[config.mk]
export PLATFORM = sky130hd
export DESIGN_NAME = spi_master_ctrl
export DESIGN_NICKNAME = d
export VERILOG_FILES = /design/src/rtl/spi_master_ctrl.sv
export SDC_FILE = /design/constraint.sdc
export NUM_CORES = 1
export LEC_CHECK = 0
export ABC_CLOCK_PERIOD_IN_PS = 2720
export CAP_MARGIN = 15
export CORE_MARGIN = 5
export CORE_UTILIZATION = 54
export CTS_BUF_LIST = sky130_fd_sc_hd__clkbuf_4 sky130_fd_sc_hd__clkbuf_8 sky130_fd_sc_hd__clkbuf_16
export CTS_CLUSTER_SIZE = 40
export DETAILED_ROUTE_END_ITERATION = 7
export HOLD_SLACK_MARGIN = 0.02
export PLACE_DENSITY_LB_ADDON = 0.12
export RECOVER_POWER = 25
export SLEW_MARGIN = 20
export SYNTH_ARGS = -nofsm -noshare
export SYNTH_HDL_FRONTEND = slang
export SYNTH_SLANG_ARGS = --single-unit
[constraint.sdc]
create_clock -name pclk -period 2.72 [get_ports pclk]
set_input_delay 0.272 -clock pclk [delete_from_list [all_inputs] [get_ports pclk]]
set_output_delay 0.272 -clock pclk [all_outputs]
set_load 0.01 [all_outputs]
[src/rtl/spi_master_ctrl.sv]
`default_nettype none
// ============================================================================
// spi_master_ctrl : full-duplex SPI master with valid/ready request side
// Revision 1.0
// ============================================================================

package globals_pkg;
  parameter int NO_OF_SLAVES = 1;
endpackage

module spi_master_ctrl #(
  parameter int NO_OF_SLAVES = globals_pkg::NO_OF_SLAVES,
  parameter int DATA_WIDTH   = 8,
  parameter int DIV_WIDTH    = 8,
  parameter int SEL_WIDTH    = (NO_OF_SLAVES > 1) ? $clog2(NO_OF_SLAVES) : 1
) (
  input  logic                    pclk,
  input  logic                    areset,
  input  logic                    tx_valid,
  output logic                    tx_ready,
  input  logic [DATA_WIDTH-1:0]   tx_data,
  input  logic [SEL_WIDTH-1:0]    tx_slave_sel,
  input  logic                    cpol,
  input  logic                    cpha,
  input  logic [DIV_WIDTH-1:0]    baud_div,
  output logic                    rx_valid,
  output logic [DATA_WIDTH-1:0]   rx_data,
  output logic                    err,
  output logic                    busy,
  output logic                    sclk,
  output logic [NO_OF_SLAVES-1:0] cs,
  output logic                    mosi0,
  input  logic                    miso0
);

  localparam int EDGE_W = (DATA_WIDTH > 1) ? $clog2(2 * DATA_WIDTH) : 1;
  localparam logic [EDGE_W-1:0] LAST_EDGE = EDGE_W'(2 * DATA_WIDTH - 1);

  typedef enum logic [1:0] {
    IDLE  = 2'd0,
    SETUP = 2'd1,
    SHIFT = 2'd2,
    HOLD  = 2'd3
  } state_t;

  state_t                  state_q, state_d;
  logic [DIV_WIDTH-1:0]    div_q, div_d;
  logic [DIV_WIDTH-1:0]    div_cnt_q, div_cnt_d;
  logic [EDGE_W-1:0]       edge_cnt_q, edge_cnt_d;
  logic                    cpha_q, cpha_d;
  logic [DATA_WIDTH-1:0]   tx_sr_q, tx_sr_d;
  logic [DATA_WIDTH-1:0]   rx_sr_q, rx_sr_d;
  logic [DATA_WIDTH-1:0]   rx_data_q, rx_data_d;
  logic                    rx_valid_q, rx_valid_d;
  logic                    err_q, err_d;
  logic                    tx_ready_q, tx_ready_d;
  logic                    busy_q, busy_d;
  logic                    sclk_q, sclk_d;
  logic [NO_OF_SLAVES-1:0] cs_q, cs_d;
  logic                    mosi_q, mosi_d;

  logic                    sel_ok;
  logic [NO_OF_SLAVES-1:0] cs_sel;
  logic                    tick;
  logic                    leading;

  always_comb begin
    sel_ok = 1'b0;
    cs_sel = '1;
    for (int i = 0; i < NO_OF_SLAVES; i++) begin
      if (int'(tx_slave_sel) == i) begin
        sel_ok    = 1'b1;
        cs_sel[i] = 1'b0;
      end
    end
  end

  assign tick = (div_cnt_q == div_q);

  always_comb begin
    state_d    = state_q;
    div_d      = div_q;
    div_cnt_d  = div_cnt_q;
    edge_cnt_d = edge_cnt_q;
    cpha_d     = cpha_q;
    tx_sr_d    = tx_sr_q;
    rx_sr_d    = rx_sr_q;
    rx_data_d  = rx_data_q;
    rx_valid_d = 1'b0;
    err_d      = 1'b0;
    sclk_d     = sclk_q;
    cs_d       = cs_q;
    mosi_d     = mosi_q;
    leading    = ~edge_cnt_q[0];

    case (state_q)
      IDLE: begin
        if (tx_valid && tx_ready_q) begin
          if (sel_ok) begin
            state_d    = SETUP;
            div_d      = baud_div;
            cpha_d     = cpha;
            sclk_d     = cpol;
            cs_d       = cs_sel;
            div_cnt_d  = '0;
            edge_cnt_d = '0;
            rx_sr_d    = '0;
            if (!cpha) begin
              mosi_d  = tx_data[DATA_WIDTH-1];
              tx_sr_d = tx_data << 1;
            end else begin
              tx_sr_d = tx_data;
            end
          end else begin
            err_d = 1'b1;
          end
        end
      end

      SETUP: begin
        if (tick) begin
          state_d   = SHIFT;
          div_cnt_d = '0;
        end else begin
          div_cnt_d = div_cnt_q + 1'b1;
        end
      end

      SHIFT: begin
        if (tick) begin
          div_cnt_d  = '0;
          sclk_d     = ~sclk_q;
          edge_cnt_d = edge_cnt_q + 1'b1;
          // Sample edge is leading for cpha=0 and trailing for cpha=1.
          if (leading != cpha_q) begin
            rx_sr_d = DATA_WIDTH'({rx_sr_q, miso0});
          end else if (edge_cnt_q != LAST_EDGE) begin
            mosi_d  = tx_sr_q[DATA_WIDTH-1];
            tx_sr_d = tx_sr_q << 1;
          end
          if (edge_cnt_q == LAST_EDGE) begin
            state_d = HOLD;
          end
        end else begin
          div_cnt_d = div_cnt_q + 1'b1;
        end
      end

      HOLD: begin
        if (tick) begin
          state_d    = IDLE;
          cs_d       = '1;
          mosi_d     = 1'b0;
          rx_valid_d = 1'b1;
          rx_data_d  = rx_sr_q;
          div_cnt_d  = '0;
        end else begin
          div_cnt_d = div_cnt_q + 1'b1;
        end
      end

      default: state_d = IDLE;
    endcase

    // A rejected request costs one cycle of tx_ready low while err pulses.
    busy_d     = (state_d != IDLE);
    tx_ready_d = (state_d == IDLE) && !err_d;
  end

  always_ff @(posedge pclk or negedge areset) begin
    if (!areset) begin
      state_q    <= IDLE;
      div_q      <= '0;
      div_cnt_q  <= '0;
      edge_cnt_q <= '0;
      cpha_q     <= 1'b0;
      tx_sr_q    <= '0;
      rx_sr_q    <= '0;
      rx_data_q  <= '0;
      rx_valid_q <= 1'b0;
      err_q      <= 1'b0;
      tx_ready_q <= 1'b1;
      busy_q     <= 1'b0;
      sclk_q     <= 1'b0;
      cs_q       <= '1;
      mosi_q     <= 1'b0;
    end else begin
      state_q    <= state_d;
      div_q      <= div_d;
      div_cnt_q  <= div_cnt_d;
      edge_cnt_q <= edge_cnt_d;
      cpha_q     <= cpha_d;
      tx_sr_q    <= tx_sr_d;
      rx_sr_q    <= rx_sr_d;
      rx_data_q  <= rx_data_d;
      rx_valid_q <= rx_valid_d;
      err_q      <= err_d;
      tx_ready_q <= tx_ready_d;
      busy_q     <= busy_d;
      sclk_q     <= sclk_d;
      cs_q       <= cs_d;
      mosi_q     <= mosi_d;
    end
  end

  assign tx_ready = tx_ready_q;
  assign rx_valid = rx_valid_q;
  assign rx_data  = rx_data_q;
  assign err      = err_q;
  assign busy     = busy_q;
  assign sclk     = sclk_q;
  assign cs       = cs_q;
  assign mosi0    = mosi_q;

endmodule

`default_nettype wire

* Word level (Yosys, flattened, before mapping)
Cells that the tools add are included.
Word-level totals: register bits 54, logic and storage cells 99
Operators by class: add/sub/neg operators 2, equality and inequality tests 15, mux-type cells 46, bitwise gates (word level) 3, reductions and logical operators 18
Operators by type and width (count):
- two-way mux 8 bit | 11
- case mux 8 bit (2 select lines) | 3
- two-way mux 1 bit | 18
- inequality test 2 bit, second input constant | 8
- two-way mux 2 bit | 6
- two-way mux 4 bit | 3
- adder 8 x 1 -> 8 bit, second input constant | 1
- == test 8 bit | 1
- case mux 2 bit (4 select lines) | 1
- case mux 4 bit (2 select lines) | 1
- AND reduction 4 bit | 2
- AND reduction 8 bit | 1
- AND reduction 6 bit | 1
- nonzero test 2 bit | 3
- AND reduction 5 bit | 1
- adder 4 x 1 -> 4 bit, second input constant | 1
- == test 2 bit, second input constant | 2
- == test 4 bit, second input constant | 1
- zero test 2 bit | 2
- inequality test 4 bit, second input constant | 1
- case mux 1 bit (2 select lines) | 2
- AND reduction 2 bit | 2
- NOT 1 bit | 3
- case mux 1 bit (3 select lines) | 1
- 7 further kinds | 8

* Depth between registers and ports, before layout
Gate-level depths: netlist of run 1.
depth in word-level cells 6, depth in mapped cells 7, gate-level depth less buffers 5

* Least setup slack after synthesis of run 1
No wires, ideal clock.
path kind flip-flop to flip-flop, start register tx_ready_q, in the netlist tx_ready, end register div_q[0], data arrival time 1.608 ns, data required time 2.595 ns, path slack 0.987 ns, cell stages (with the launch flop) 5, path buffers 1, period minus slack after synthesis 1.733 ns, path through dfstp_2 -> nand3b_1 -> nor3_1 -> buf_2 -> mux2_2
On the way: cells in the longest elaborated chain, start to end 2
RTL lines:
- from (decl) | RTL line 56 | logic tx_ready_q, tx_ready_d;
- from (signal assigned) | RTL line 198 | tx_ready_q <= tx_ready_d;
- logical AND 1 bit | RTL line 98 | if (tx_valid && tx_ready_q) begin
- AND reduction 3 bit (no line)
- to (signal assigned) | RTL line 189 | div_q <= div_d;
- to (decl) | RTL line 47 | logic [DIV_WIDTH-1:0] div_q, div_d;
No other way between the ends. A chain may end at the register's enable or synchronous reset.

* Worst setup path in the final report of run 1
start register state_q[1], end register rx_sr_q[3]
On the way: cells in the longest elaborated chain, start to end 3, elaborated cells on any way between the ends 9
RTL lines:
- from (decl) | RTL line 46 | state_t state_q, state_d;
- from (signal assigned) | RTL line 188 | state_q <= state_d;
- == test 2 bit or zero test 2 bit (tied branches) | RTL line 96 | case (state_q)
- inequality test 2 bit (no line) or nonzero test 2 bit (tied branches)
- AND reduction 5 bit (no line)
- to (signal assigned) | RTL line 194 | rx_sr_q <= rx_sr_d;
- to (decl) | RTL line 52 | logic [DATA_WIDTH-1:0] rx_sr_q, rx_sr_d;
Several ways; a longest one is shown, not always the timed one.

==> results by group, run 1 <==
Status
  – Status: finished clean

Route
  – ANT nets after route: 0
  – DR top layer: met4
  – WL met2: 2480 um
  – 1st-pass router iterations: 4
  – Routed WL: 5120 um
  – Post-route DRC: 0
  – Drt via density: 5.74
  – Initial drt markers: 79
  – M1 WL: 2390 um
  – Wirelength per Cell: 16.3 um
  – Routed via count: 1807
  – Met3 wire len: 187 um

Floorplan
  – Die Ht: 78.6 um
  – Initial Util: 54.6%
  – Rows: 25
  – Die Span X: 78.6 um
  – Top Ports: 38
  – Core box area: 0.00466 mm^2
  – DIE AREA: 0.00618 mm^2

Logic synthesis
  – Synth Flop Type: dfrtp_1
  – Avg Inst Size Synth: 11.5 um^2
  – Ys Warns: 0
  – Number of synthesized flops with an enable pin: 0
  – Async SR Flop Fraction: 100%
  – Cell area after synthesis: 0.00254 mm^2
  – Most frequent cell after synthesis: dfrtp_1
  – Top cells by area, synth: dfrtp_1 (51%), mux2_2 (11%), xnor2_1 (4.1%)
  – Top cells by count, synth: dfrtp_1 (52), mux2_2 (24), nand2_1 (15), nor2_1 (15), xnor2_1 (12)
  – Register bit count reported by yosys: 54
  – Post-synth top area share: 51.2%
  – Yosys cell types: 43
  – Syn Inst Count: 221
  – Syn nets: 246
  – Synth area leader: dfrtp_1
  – Sequential fraction of the synthesis area: 53.2%

Final layout
  – Area Growth Syn to Fin: 21.2%
  – Fillers: 358
  – Share of layout cells above drive strength 1: 16.1%
  – ANT cells: 0
  – Fin cells: 315
  – Nets: 285
  – Final core occ: 66.1%

Clock network
  – Clk root buf: clkbuf_8
  – Max Buffers Root-to-Sink: 2
  – Post-CTS Setup Inserts: 0
  – H-tree levels: 2
  – Worst-Skew Late Latency: 0.31 ns
  – Clock transition at path regs: 0.09 ns
  – Post-cts resize count: 0
  – TritonCTS clock tree: built
  – Clock net sink count: 54
  – Cts bufs inserted: 5

Global route
  – Vias in the first global route: 1850
  – Overflow after GRT: 0
  – Largest net degree at the start of global routing: 35
  – GR Util All Layers: 18.5%
  – Initial antenna violation count: 0
  – First-pass GRT wire length: 9040 um

Critical path
  – Critical path class: flop to flop
  – CP arrival: 2.28 ns
  – R2R Setup Slk: 0.64 ns
  – R2R cell count: 4
  – Critical path origin: state_q[1]
  – Critical Path End Type: flop
  – Startpoint type of the worst setup path: flop
  – Worst Path Required: 2.92 ns
  – CP Max Fanout: 18
  – FF-to-FF End: rx_sr_q[3]
  – Worst r2r src: state_q[1]

Pwr
  – Power Total: 2.82 mW
  – Max VDD drop: 0.440 mV
  – Leak: 1.33 nW
  – Pwr/cell area: 916 mW/mm^2

Min path
  – Hold Path Origin: tx_sr_q[2]
  – Worst Hold End: tx_sr_q[2]
  – Hold WC Path Type: flop to flop
  – Min-Delay Path Depth: 1

Placed design
  – # port buffers: 37
  – Placed Instances: 306
  – Gpl congestion: 0.797
  – HPWL Detailed: 3560 um

STA
  – Slew @ Worst Pin: 1.19 ns
  – Endpoints failing hold: 0
  – Final period utilization: 76.3%
  – Clock skew: 0.0101 ns
  – Rel. slew slack: 20.6%
  – Fin Hold WS: 0.514 ns
  – Setup violations, final: 0
  – Max Slew Vio Count: 0
  – Final setup TNS: 0 ns
  – RSZ-0062 raised after global routing: no
  – FMAX: 482 MHz
  – Period minus WS final: 2.08 ns

Run
  – Max_cap viols: 0
area by class of cell:
| cell class | count | area, um^2 | share of cell area, % |
|---|---|---|---|
| flip-flops and latches | 54 | 1350 | 43.9 |
| clock inverters | 2 | 37.5 | 1.22 |
| multi-input cells | 155 | 1130 | 36.7 |
| well taps | 54 | 67.6 | 2.19 |
| repair buffers | 43 | 412 | 13.4 |
| clock buffers | 6 | 76.3 | 2.48 |
| inverters | 1 | 3.75 | 0.122 |
layer usage:
metal,GRT usage (%),vias up
met4,6.12,0
met2,28.5,34
met3,4.70,6
met5,0,-
met1,25.4,883
li1,-,884
registers in the layout, indices dropped and copies added (netlist names), 2 cells and up:
name	count
state_q	2
rx_data	8
tx_sr_q	8
rx_sr_q	8
div_q	8
div_cnt_q	8
edge_cnt_q	4
placed cells by master, fill, tap and decap left out, types with 2 or more instances in the layout:
cell type        synthesis  routed
clkbuf_8                 0       5
a21o_1                   2       2
ha_1                     2       2
o2bb2ai_1                3       3
a21oi_1                 10      10
a31oi_1                  3       3
o21a_1                   2       2
nand3_1                  6       6
nand2b_1                 2       2
buf_4                    0       5
mux2i_1                  8       8
nand2_1                 15      15
and3_1                   5       5
nand3b_1                 2       2
nand4_1                  3       3
dfstp_2                  2       2
a22o_1                  11      11
dfrtp_1                 52      52
clkdlybuf4s50_1          0      36
mux2_2                  24      24
xnor2_1                 12      12
o31ai_1                  2       2
nor3_1                   3       3
nor2_1                  15      15
o21ai_0                  9       9
cell families after synthesis:
family	Yosys count	share of synthesized area, %
XOR/XNOR	13	4.48
adder cells (fa/ha/maj)	2	0.984
buffers and inverters	12	2.26
multiplexers	33	14.2
AO/OA/AOI/OAI	50	14.0
AND/OR/NAND/NOR	57	10.9
flip-flops	54	53.2
repair_timing:
action / 4_1_cts / 5_1_grt
endpoints found under the hold margin: 20 / 0
setup endpoints to repair: 0 / 0
hold buffers: 1 / 0
worst max-delay path by stage:
stage | endpoint | slack [ns] | cells after the start
global route | rx_sr_q[2] | 0.52 | 4
global placement | rx_sr_q[0] | 0.63 | 5
detailed placement | rx_sr_q[4] | 0.55 | 5
finish | rx_sr_q[3] | 0.64 | 4
floorplan | div_q[0] | 0.99 | 4
CTS | rx_sr_q[3] | 0.66 | 4
metrics by stage:
step | worst slack (ns) | cell area, um^2
after floorplan | 0.987 | 2540
after global placement | 0.628 | 2960
after detailed placement | 0.547 | 2960
after CTS | 0.659 | 3080
after global routing | 0.517 | 3080
final | 0.644 | 3080
worst max-delay path: stages, from the launching register on:
cell and delay (ns):
dfrtp_1 0.70, inv_1 0.24, a21oi_1 0.33, a31oi_1 0.36
a22o_1 0.34
where the power goes:
part	leakage (nW)	internal (mW)	switching [mW]
Clock	0.0548	0.285	0.261
Sequential	0.691	1.06	0.230
Combinational	0.584	0.538	0.454
Total	1.33	1.88	0.945
Note: power is estimated with default switching activity, not from simulation.
==> run 2, diff against run 1 <==
Settings changed: ABC_CLOCK_PERIOD_IN_PS 2720 to 1900, CORE_UTILIZATION 54 to 48.
Clock period 2.72 ns to 1.9 ns, I/O delays scaled along.
==> results by group, run 2 (synthesized netlist as in run 1, its figures left out) <==
STA
  – FMAX: 562 MHz
  – Fin Hold WS: 0.465 ns
  – Max Slew Vio Count: 0
  – Clock skew: 0.00904 ns
  – Slew @ Worst Pin: 0.696 ns
  – Setup violations, final: 0
  – Period minus WS final: 1.78 ns
  – RSZ-0062 raised after global routing: no
  – Final period utilization: 93.7%
  – Endpoints failing hold: 0
  – Rel. slew slack: 53.6%

Route
  – Routed via count: 1852
  – Initial drt markers: 64
  – 1st-pass router iterations: 4
  – Wirelength per Cell: 14.8 um
  – Drt via density: 5.32
  – ANT nets after route: 0
  – Routed WL: 5140 um
  – Post-route DRC: 0

Critical path
  – Cell breakdown of the critical path: xnor2_1 -> nand4_1 -> nor2_2 -> and3_1 -> buf_12 -> mux2_2
  – FF-to-FF End: rx_data[5]
  – CP arrival: 1.98 ns
  – WP buf/inv: 1
  – R2R Setup Slk: 0.12 ns
  – R2R cell count: 6
  – CP Max Fanout: 12
  – Critical Path Max Stage Delay: 0.40 ns
  – Worst path top cell family by delay: simple AND/OR/NAND/NOR gates
  – CP max-delay cell: dfrtp_1
  – Critical path class: flop to flop
  – Startpoint type of the worst setup path: flop
  – Worst Path Required: 2.10 ns
  – Critical Path End Type: flop
  – Worst r2r src: div_q[6]

Floorplan
  – Die Span X: 82.8 um
  – Die Ht: 82.8 um
  – Rows: 26
  – Initial Util: 49.5%
  – DIE AREA: 0.00686 mm^2
  – Top Ports: 38
  – Core box area: 0.00514 mm^2

Pwr
  – Power Total: 4.15 mW
  – Max VDD drop: 0.593 mV
  – Leak: 1.42 nW
  – Pwr/cell area: 1270 mW/mm^2

Final layout
  – ANT cells: 0
  – Area Growth Syn to Fin: 28.5%
  – Nets: 302
  – Share of layout cells above drive strength 1: 23.0%
  – Fin area: 0.00327 mm^2
  – Most common cell after layout, fill and taps aside: dfrtp_1
  – Most frequent cells in the layout: dfrtp_1 (52), clkdlybuf4s50_1 (36), mux2_2 (24)

Global route
  – Overflow after GRT: 0
  – GR Util All Layers: 17.3%
  – First-pass GRT wire length: 9030 um
  – Vias in the first global route: 1881
  – Initial antenna violation count: 0
  – Largest net degree at the start of global routing: 27

Placed design
  – Placed inst area: 0.00313 mm^2
  – HPWL Detailed: 3750 um
  – Gpl congestion: 0.814
  – # port buffers: 37

Min path
  – Hold WC Path Type: primary input to async pin

Clock network
  – Cts bufs inserted: 5
  – H-tree levels: 2
  – Clk root buf: clkbuf_8
  – TritonCTS clock tree: built
  – Max Buffers Root-to-Sink: 2
  – Worst-Skew Late Latency: 0.31 ns
  – Clock net sink count: 54
  – Clock transition at path regs: 0.10 ns

Status
  – Status: finished clean

Run
  – Max_cap viols: 0
## run 2: layout make-up
type / count / area, um^2
clock buffers: 6 / 76.3
clock inverters: 2 / 37.5
fillers: 451 / 1870
inverters: 1 / 3.75
multi-input cells: 155 / 1150
flip-flops and latches: 54 / 1350
well taps: 70 / 87.6
repair buffers: 60 / 559
## run 2: timing repair
item	4_1_cts	5_1_grt
setup buffers	0	0
endpoints found under the hold margin	9	0
pin swaps	0	1
setup endpoints to repair	1	27
cloned	0	0
gates resized for setup	1	4
hold buffers	1	0
## run 2: worst max-delay path by stage
stage	from	endpoint	slack, ns	cells past startpoint
after global placement	tx_slave_sel	div_q[6]	-0.03	5
final	div_q[6]	rx_data[5]	0.12	6
after global routing	div_q[0]	rx_data[0]	0.01	6
after CTS	tx_ready	cpha_q	0.04	4
after floorplan	tx_ready	div_q[0]	0.17	4
after detailed placement	tx_slave_sel	rx_sr_q[7]	-0.04	5
## run 2: layer usage
layer | track usage, % | wire length (um)
met1 | 23.5 | 2470
met2 | 28.1 | 2440
met3 | 3.67 | 170
met4 | 4.41 | 58
met5 | 0 | 0
## run 2: worst register-to-register path, cell delays in order (launching register included)
cell and delay, ns:
dfrtp_1 0.40, xnor2_1 0.21, nand4_1 0.18, nor2_2 0.17, and3_1 0.24, buf_12 0.15, mux2_2 0.34
## run 2: stage by stage
stage          setup TNS, ns  utilization (%)  setup slack (ns)  std cells
2_1_floorplan              0                -             0.167        221
3_3_place_gp          -0.256             61.0           -0.0312        339
3_5_place_dp          -0.575             61.0           -0.0389        339
4_1_cts                    0             63.5            0.0434        348
5_1_grt                    0             63.6            0.0131        348
6_report                   0             63.6             0.120        348
## run 2: where the power goes
group,internal [mW],switching [mW]
logic,0.865,0.722
registers,1.51,0.272
clock network,0.408,0.372
==> run 3, diff against run 2 <==
Settings changed: CORE_MARGIN 5 to 2.
==> results by group, run 3 (synthesized netlist as in run 1, its figures left out) <==
Clock network
  – Clock net sink count: 54
  – Max Buffers Root-to-Sink: 2
  – Clk root buf: clkbuf_8
  – Clock transition at path regs: 0.11 ns
  – H-tree levels: 2
  – TritonCTS clock tree: built
  – Cts bufs inserted: 5
  – Post-CTS Setup Inserts: 0
  – Worst-Skew Late Latency: 0.32 ns

Final layout
  – ANT cells: 0
  – Share of layout cells above drive strength 1: 22.0%
  – Fin area: 0.00323 mm^2
  – Nets: 301
  – Area Growth Syn to Fin: 26.9%
  – Most common cell after layout, fill and taps aside: dfrtp_1
  – Most frequent cells in the layout: dfrtp_1 (52), clkdlybuf4s50_1 (36), mux2_2 (24)

STA
  – Setup violations, final: 0
  – Final period utilization: 94.5%
  – Clock skew: 0.0159 ns
  – FMAX: 557 MHz
  – RSZ-0062 raised after global routing: yes
  – Fin Hold WS: 0.477 ns
  – Max Slew Vio Count: 0
  – Slew @ Worst Pin: 1.35 ns
  – Endpoints failing hold: 0
  – Final setup TNS: 0 ns
  – Rel. slew slack: 10.3%
  – Period minus WS final: 1.79 ns

Route
  – Routed WL: 5060 um
  – Drt via density: 5.35
  – Wirelength per Cell: 14.6 um
  – Routed via count: 1855
  – DR top layer: met4
  – Initial drt markers: 103
  – Met3 wire len: 171 um
  – Post-route DRC: 0
  – WL met2: 2400 um
  – ANT nets after route: 0
  – 1st-pass router iterations: 4
  – M1 WL: 2420 um

Pwr
  – Power Total: 4.04 mW
  – Max VDD drop: 0.653 mV
  – Leak: 1.40 nW
  – Pwr/cell area: 1250 mW/mm^2

Floorplan
  – Top Ports: 38
  – Rows: 26
  – Die Ht: 76.8 um
  – Initial Util: 49.8%
  – Core box area: 0.00511 mm^2
  – Die Span X: 76.8 um
  – DIE AREA: 0.00590 mm^2

Global route
  – Overflow after GRT: 0
  – First-pass GRT wire length: 8690 um
  – Initial antenna violation count: 0
  – Largest net degree at the start of global routing: 25
  – GR Util All Layers: 18.3%
  – Vias in the first global route: 1823

Min path
  – Min-Delay Path Depth: 2
  – Hold Path Origin: baud_div[1]
  – Worst Hold End: div_q[1]
  – Hold WC Path Type: primary input to flop

Critical path
  – Worst path top cell family by delay: compound AO/OA/AOI/OAI gates
  – Crit path depth: 5
  – FF-to-FF End: tx_sr_q[7]
  – Worst Path Required: 2.09 ns
  – R2R cell count: 5
  – Critical path class: flop to flop
  – R2R Setup Slk: 0.11 ns
  – Worst r2r src: edge_cnt_q[0]
  – Cell breakdown of the critical path: xnor2_1 -> a31oi_1 -> o21a_1 -> o21ai_4 -> mux2_2
  – Critical Path End Type: flop
  – Startpoint type of the worst setup path: flop
  – CP max-delay cell: dfrtp_1
  – WP buf/inv: 0
  – Critical Path Max Stage Delay: 0.46 ns
  – CP arrival: 1.99 ns
  – CP Max Fanout: 7

Placed design
  – HPWL Detailed: 3690 um
  – Gpl congestion: 0.794
  – Placed inst area: 0.00311 mm^2
  – # port buffers: 37

Run
  – Max_cap viols: 0

Status
  – Status: finished clean
[run 3: area by class of cell]
class,instances,area (um^2)
fill,442,1880
sequential,54,1350
multi-input combinational,155,1150
timing repair buffer,59,544
tap,70,87.6
clock buffer,6,76.3
clock inverter,2,15.0
inverter,1,3.75
[run 3: where the power goes]
group	internal, mW	switching [mW]
registers	1.51	0.278
clock network	0.275	0.388
logic	0.862	0.724
[run 3: worst max-delay path by stage]
| stage | slack, ns | startpoint | endpoint |
|---|---|---|---|
| 6_report | 0.11 | edge_cnt_q[0] | tx_sr_q[7] |
| 5_1_grt | -0.008 | div_cnt_q[1] | rx_sr_q[3] |
| 4_1_cts | 0.05 | div_cnt_q[1] | rx_sr_q[3] |
| 3_5_place_dp | -0.03 | tx_slave_sel | div_q[2] |
| 3_3_place_gp | -0.005 | tx_slave_sel | div_q[5] |
| 2_1_floorplan | 0.17 | tx_ready | div_q[0] |
[run 3: stage by stage]
step / utilization, % / worst slack [ns] / std cells
after floorplan: - / 0.167 / 221
after global placement: 61.0 / -0.00479 / 338
after detailed placement: 61.0 / -0.0328 / 338
after CTS: 62.9 / 0.0504 / 347
after global routing: 63.2 / -0.00838 / 347
final: 63.2 / 0.105 / 347
[run 3: repair_timing]
item,CTS,global route
hold buffers,1,0
endpoints found under the hold margin,20,0
gates resized for setup,0,3
endpoints found under the setup margin,0,12
[run 3: layer usage]
layer | track usage, % | up-vias
met1 | 25.4 | 904
li1 | - | 914
met5 | 0 | -
met3 | 3.88 | 7
met4 | 5.82 | 0
met2 | 28.9 | 30
